`src/rtl/ddr_wr_arbiter.sv`:
```
// ddr_wr_arbiter: round-robin, burst-locked N_SRC:1 DDR write stream arbiter with registered output (optional ARB_STATS_EN beat counters)
module ddr_wr_arbiter #(
  parameter int N_SRC      = 4,
  parameter int DATA_WIDTH = 64,
  parameter int ADDR_WIDTH = 32,
  parameter int SRC_W      = 2
) (
`ifdef ARB_STATS_EN
  input  logic                                      stats_clr,
  output logic [N_SRC*32-1:0]                       beat_total,
`endif
  input  logic                                      clk,
  input  logic                                      rstn,
  input  logic [7:0]                                burst_len,
  input  logic [N_SRC*(DATA_WIDTH+ADDR_WIDTH)-1:0]  s_axis_tdata,
  input  logic [N_SRC-1:0]                          s_axis_tvalid,
  output logic [N_SRC-1:0]                          s_axis_tready,
  output logic [DATA_WIDTH+ADDR_WIDTH-1:0]          m_axis_tdata,
  output logic [SRC_W-1:0]                          m_axis_tuser,
  output logic                                      m_axis_tvalid,
  input  logic                                      m_axis_tready,
  output logic                                      busy
);
  localparam int W = DATA_WIDTH + ADDR_WIDTH;
  typedef enum logic {IDLE, LOCK} state_t;
  state_t             state_q, state_d;
  logic [SRC_W-1:0]   rr_ptr_q, rr_ptr_d, grant_q, grant_d, user_q, user_d, pick, idx, nxt;
  logic [7:0]         beat_cnt_q, beat_cnt_d, len_q, len_d;
  logic               vld_q, vld_d, hit, out_free, locked, accept, rel;
  logic [W-1:0]       data_q, data_d;
  // first valid source at or after rr_ptr, wrapping modulo N_SRC
  always_comb begin
    hit  = 1'b0;
    pick = '0;
    idx  = '0;
    for (int k = 0; k < N_SRC; k++) begin
      idx = SRC_W'((int'(rr_ptr_q) + k) % N_SRC);
      if (!hit && s_axis_tvalid[idx]) begin
        hit  = 1'b1;
        pick = idx;
      end
    end
  end
  // grant FSM, burst counting and output register next-state
  always_comb begin
    out_free   = !vld_q || m_axis_tready;
    locked     = state_q == LOCK;
    accept     = locked && s_axis_tvalid[grant_q] && out_free;
    rel        = locked && ((accept && beat_cnt_q == len_q - 8'd1) || (out_free && !s_axis_tvalid[grant_q]));
    nxt        = (grant_q == SRC_W'(N_SRC - 1)) ? '0 : grant_q + 1'b1;
    state_d    = state_q;
    rr_ptr_d   = rr_ptr_q;
    grant_d    = grant_q;
    len_d      = len_q;
    beat_cnt_d = beat_cnt_q;
    if (!locked && hit) begin
      state_d    = LOCK;
      grant_d    = pick;
      len_d      = (burst_len == 8'd0) ? 8'd1 : burst_len;
      beat_cnt_d = '0;
    end
    if (rel) begin
      state_d  = IDLE;
      rr_ptr_d = nxt;
    end else if (accept)
      beat_cnt_d = beat_cnt_q + 8'd1;
    vld_d  = accept ? 1'b1 : (out_free ? 1'b0 : vld_q);
    data_d = accept ? s_axis_tdata[int'(grant_q)*W +: W] : data_q;
    user_d = accept ? grant_q : user_q;
  end
  // state and output registers
  always_ff @(posedge clk or negedge rstn) begin
    if (!rstn) begin
      state_q    <= IDLE;
      rr_ptr_q   <= '0;
      grant_q    <= '0;
      beat_cnt_q <= '0;
      len_q      <= '0;
      vld_q      <= 1'b0;
      data_q     <= '0;
      user_q     <= '0;
    end else begin
      state_q    <= state_d;
      rr_ptr_q   <= rr_ptr_d;
      grant_q    <= grant_d;
      beat_cnt_q <= beat_cnt_d;
      len_q      <= len_d;
      vld_q      <= vld_d;
      data_q     <= data_d;
      user_q     <= user_d;
    end
  end
  assign s_axis_tready = locked ? (N_SRC'(out_free) << grant_q) : '0;
  assign m_axis_tdata  = data_q;
  assign m_axis_tuser  = user_q;
  assign m_axis_tvalid = vld_q;
  assign busy          = locked || vld_q;
`ifdef ARB_STATS_EN
  logic [N_SRC*32-1:0] beat_total_q, beat_total_d;
  // per-source accepted-beat counters; clear wins over increment
  always_comb begin
    beat_total_d = beat_total_q;
    for (int i = 0; i < N_SRC; i++)
      if (stats_clr) beat_total_d[i*32 +: 32] = '0;
      else if (accept && grant_q == SRC_W'(i)) beat_total_d[i*32 +: 32] = beat_total_q[i*32 +: 32] + 32'd1;
  end
  // counter registers
  always_ff @(posedge clk or negedge rstn) begin
    if (!rstn) beat_total_q <= '0;
    else beat_total_q <= beat_total_d;
  end
  assign beat_total = beat_total_q;
`endif
endmodule

```
`config.mk`:
```
export PLATFORM = sky130hd
export DESIGN_NAME = ddr_wr_arbiter
export DESIGN_NICKNAME = d
export VERILOG_FILES = /design/src/rtl/ddr_wr_arbiter.sv
export SDC_FILE = /design/constraint.sdc
export NUM_CORES = 1
export LEC_CHECK = 0
export ABC_CLOCK_PERIOD_IN_PS = 2100
export BUFFER_PORTS_ARGS = -buffer_cell sky130_fd_sc_hd__buf_2
export CORE_AREA = 2 2 195 197
export DETAILED_ROUTE_END_ITERATION = 10
export DIE_AREA = 0 0 197 199
export SLEW_MARGIN = 20
export SYNTH_ARGS = -nofsm -noshare
export SYNTH_HDL_FRONTEND = slang
export SYNTH_SLANG_ARGS = --single-unit
export TNS_END_PERCENT = 5
```
`constraint.sdc`:
```
create_clock -name clk -period 2.1 [get_ports clk]
set_input_delay 0.315 -clock clk [delete_from_list [all_inputs] [get_ports clk]]
set_output_delay 0.315 -clock clk [all_outputs]
set_load 0.05 [all_outputs]
```
Word-level counts from Yosys, hierarchy flattened:

Cells that the tools add are included.

* bits of input ports: 399
* flip-flop bits (word level): 120
* output and inout bits: 104

* equal/unequal tests: 2
* muxes and demuxes: 28
* shift-type cells: 2
* multipliers: 1
* $add $sub $neg: 6
* reductions and logical operators: 21
* magnitude comparators: 5

Operator list (count)
* $shiftx A384 B10 Y96: 1
* $mux W8: 4
* $lt A2 B3 Y1 const B: 5
* $mux W1: 13
* $bmux W1 S2: 5
* $mux W2: 5
* $logic_and A1 B1 Y1: 9
* $add A8 B1 Y8 const B: 1
* $eq A8 B8 Y1: 1
* $logic_not A8 Y1: 1
* $sub A8 B1 Y8 const B: 1
* $logic_not A1 Y1: 6
* $add A2 B1 Y2 const B: 2
* $add A2 B2 Y2 const B: 2
* $mul A2 B2 Y4 const B: 1
* $mux W4: 1
* $reduce_bool A2 Y1: 2
* $shl A1 B2 Y4: 1
* $logic_or A1 B1 Y1: 3
* $eq A2 B2 Y1 const B: 1

Logic depth before layout (Yosys ltp):

* word-level depth: 16
* gate-level depth with buffers: 9

Worst setup path after synthesis:

Ideal clock, no wire load.

* path kind: reg2out
* from: register grant_q[1]
* to: output port s_axis_tready[2]
* buffers on the path: 2
* stages on the path, launching flop included: 4
* arrival time: 2.161 ns
* slack: -0.376 ns
* data required time: 1.785 ns
* path through: dfrtp_1 clkbuf_1 clkbuf_1 nor3b_1

* word-level cells in the longest chain between the ends: 2

Ends and longest elaborated chain
* start, declared: line 27 `logic [SRC_W-1:0] rr_ptr_q, rr_ptr_d, grant_q, grant_d, user_q, user_d, pick, idx, nxt;`
* start signal, assigned: line 85 `grant_q <= grant_d;`
* $shl A1 B2 Y4: line 93 `assign s_axis_tready = locked ? (N_SRC'(out_free) << grant_q) : '0;`
* $mux W4: line 93
* end, declared: line 17 `output logic [N_SRC-1:0] s_axis_tready,`

No other way between the ends.

Final worst setup path:

* from: register len_q[3]
* to: register beat_cnt_q[7]

* word-level cells in the longest chain between the ends: 6

Ends and longest elaborated chain
* start, declared: line 28 `logic [7:0] beat_cnt_q, beat_cnt_d, len_q, len_d;`
* start signal, assigned: line 87 `len_q <= len_d;`
* $sub A8 B1 Y8: line 49 `rel = locked && ((accept && beat_cnt_q == len_q - 8'd1) || (out_free && !s_axis_tvalid[grant_q]));`
* $eq A8 B8 Y1: line 49
* $logic_and A1 B1 Y1: line 49
* $logic_or A1 B1 Y1: line 49
* $logic_and A1 B1 Y1: line 49
* $mux W8: line 62 `if (rel) begin`
* named net beat_cnt_d[7]: line 28
* end signal, assigned: line 86 `beat_cnt_q <= beat_cnt_d;`
* end, declared: line 28

The timed path passes the listed nets, and every way through them passes these cells.
A chain may end at the register's enable or synchronous reset.

==> reports/results.tsv <==
metric	value	unit
kind of end point of the critical path	flip-flop	
Cells after Synth	484	
worst-margin pin slew	740	ps
fin crit share	1.04	
synthesis-to-layout area growth	54.5	%
crit start category	flip-flop	
Critical path buffers and inverters	2	
synthesized area	7270	um^2
post-synth top area cell	dfrtp_1	
Final Worst Setup Slack	-74.9	ps
Post-Syn Nets	886	
DP Worst Slack	-196	ps
antenna violations before repair	4	
Post-Synth Simple-Gate Area	0.0599	
crit-path cells	xor2_1 > xnor2_1 > nand4b_4 > o31ai_4 > buf_6 > buf_16 > nor2_1 > a211o_1	
async set-reset flop share out of synthesis	1.00	
failing checks	negative setup slack	
total number of vias	6539	
starting density of the core	0.196	
Synth Area in Compound Gates	0.0282	
CP peak stage delay	490	ps
IO Pins	503	
top post-synthesis cells by count	dfrtp_1, mux2_2, mux4_2	
FP Rows	71	
grt ovf	0	
Worst Path Max Fanout	5	
DRT antenna net count	0	
CTS buffer count	17	
largest net degree at the start of global routing	55	
EDFF count, synth	0	
top cell type's share of synthesized area	0.413	
main combinational cell family by area after synthesis	multiplexers	
root buffer cell	clkbuf_16	
Setup TNS	-328	ps
Fin. Hold Viols	0	
drt initial violations	307	
post-DP HPWL	21600	um
total track usage	0.127	
RSZ-0062 raised after global routing	yes	
Main synth FF type	dfrtp_1	
vias in the first global route	6610	
clk slew on worst S/H paths	60	ps
fin nets	1396	
global-route wire length before repair	37100	um
Worst slew margin	0.505	
CTS Buffer Depth	2	
routed len/inst	17.6	um
PortBufs	502	
share of cells above drive strength 1	0.772	
most common cell in the netlist	dfrtp_1	
Worst path slowest cell	dfrtp_1	
Adder-Cell Fraction of Synth Area	0.00516	
vias per cell	4.41	
Synth warnings	0	
final core utilization	0.303	
Post-DP Area	10500	um^2
critical path type	reg2reg	
final wirelength	26100	um
XOR/XNOR share of the synthesized area	0.0108	
final instance area	11200	um^2
outcome	finished with violations	
Pwr Total	18800	uW
# DRC	0	
PwrDens	1670	nW/um^2
syn_area_per_cell	15.0	um^2
CTS tree	built	
die area	39200	um^2
Arr. time, crit path	2490	ps
Synth Register Bits	120	
Unique masters post-synth	40	
Slew Limit Fails	0	
Skew-Pair Late Insertion Delay	440	ps
leakage power total	0.00527	uW
worst hold path type	in2reg	
1st-pass router iterations	4	
max-cap check violation count	0	
VDD IR max	0.903	mV
leading cell types by total area after synthesis	dfrtp_1, mux4_2, mux2_2	
H-tree levels	4	
Largest delay share family, worst path	compound AO/OA/AOI/OAI gates	
Setup Viol. Count Final	5	
Clock Sinks	120	
post-synthesis mux area share	0.455	
r2r setup slk	-70	ps
core area	37100	um^2
sequential fraction of the synthesis area	0.413	
critical path required time	2410	ps
Final Critical Period	2170	ps
Final Skew	9.43	ps
routability cong.	0.848	
fmax	460	MHz
Die W	197	um
die span in y	199	um
==> area by class of cell <==
cell class | count | area, um^2
Antenna cell | 2 | 5.00
Clock buffer | 17 | 425
Clock inverter | 15 | 154
Fill cell | 3837 | 25900
Inverter | 7 | 26.3
Multi-Input combinational cell | 319 | 4130
Sequential cell | 120 | 3010
Tap cell | 474 | 593
Timing Repair Buffer | 529 | 2890
==> registers in the layout, summed over array words and instances, names as in the netlist <==
name	cells
m_axis_tdata	96
beat_cnt_q	8
len_q	8
grant_q	2
m_axis_tuser	2
rr_ptr_q	2
locked	1
m_axis_tvalid	1
==> tightest hold or removal path: stages <==
cell and delay (ps):
buf_2 90, nand2_1 50, nand2_1 50
==> cells by family (layout without fill, tap and decap cells) <==
group	Yosys count	after routing
xor+xnor	9	9
compound gates	29	29
flops	120	120
fa+ha+maj	3	3
buf+inv	45	568
mux	197	197
other cells	0	2
simple gates	81	81
==> placed cells by master, fill, tap and decap left out, types with 5 or more instances in the layout <==
master	count
o21ai_0	7
mux4_2	97
a21oi_1	6
nand3_1	6
clkbuf_16	17
buf_4	13
nor3_1	5
buf_12	9
and3_1	5
mux2_2	98
xnor2_1	5
dfrtp_1	118
a211o_1	5
nor2_1	8
buf_2	500
nand2_1	33
==> power by group <==
part / total [uW] / internal (uW) / leakage, uW / switching (uW)
Sequential: 4230 / 3500 / 0.00143 / 733
Clock: 2890 / 1740 / 0.000275 / 1150
Combinational: 11700 / 4710 / 0.00357 / 6950
==> repair_timing <==
| action | CTS | global route |
|---|---|---|
| hold endpoints to repair | 44 | 0 |
| hold buffers | 1 | 0 |
| pin swaps | 8 | 2 |
| setup buffers | 2 | 0 |
| resized for setup | 17 | 3 |
| gates cloned | 1 | 0 |
| setup endpoints to repair | 9 | 9 |
==> metal layers <==
metal | global-route usage | part of all wire
met4 | 0.0585 | 0.031
met3 | 0.0363 | 0.076
met5 | 0 | 0.00050
met1 | 0.149 | 0.39
met2 | 0.216 | 0.50
==> final timing paths <==
check / from / to / cells past startpoint
setup / recovery: len_q[3]$_DFFE_PN0P_ / beat_cnt_q[7]$_DFF_PN0_ / 8
hold / removal: burst_len[7] / len_q[7]$_DFFE_PN0P_ / 3
setup reg to reg: len_q[3]$_DFFE_PN0P_ / beat_cnt_q[7]$_DFF_PN0_ / 8
hold reg to reg: m_axis_tuser[0]$_DFFE_PN0P_ / m_axis_tuser[0]$_DFFE_PN0P_ / 2
max in group asynchronous: rstn / grant_q[0]$_DFFE_PN0P_ / 3
min in group asynchronous: rstn / m_axis_tdata[4]$_DFFE_PN0P_ / 2
==> stage by stage <==
step | hold slack, ps | std cells
final | 88.3 | 1483
after global routing | 71.9 | 1483
after CTS | 53.2 | 1481
after detailed placement | 321 | 1445
after global placement | 315 | 1445
after floorplan | 19.4 | 484
Note: power is estimated with default switching activity, not from simulation.
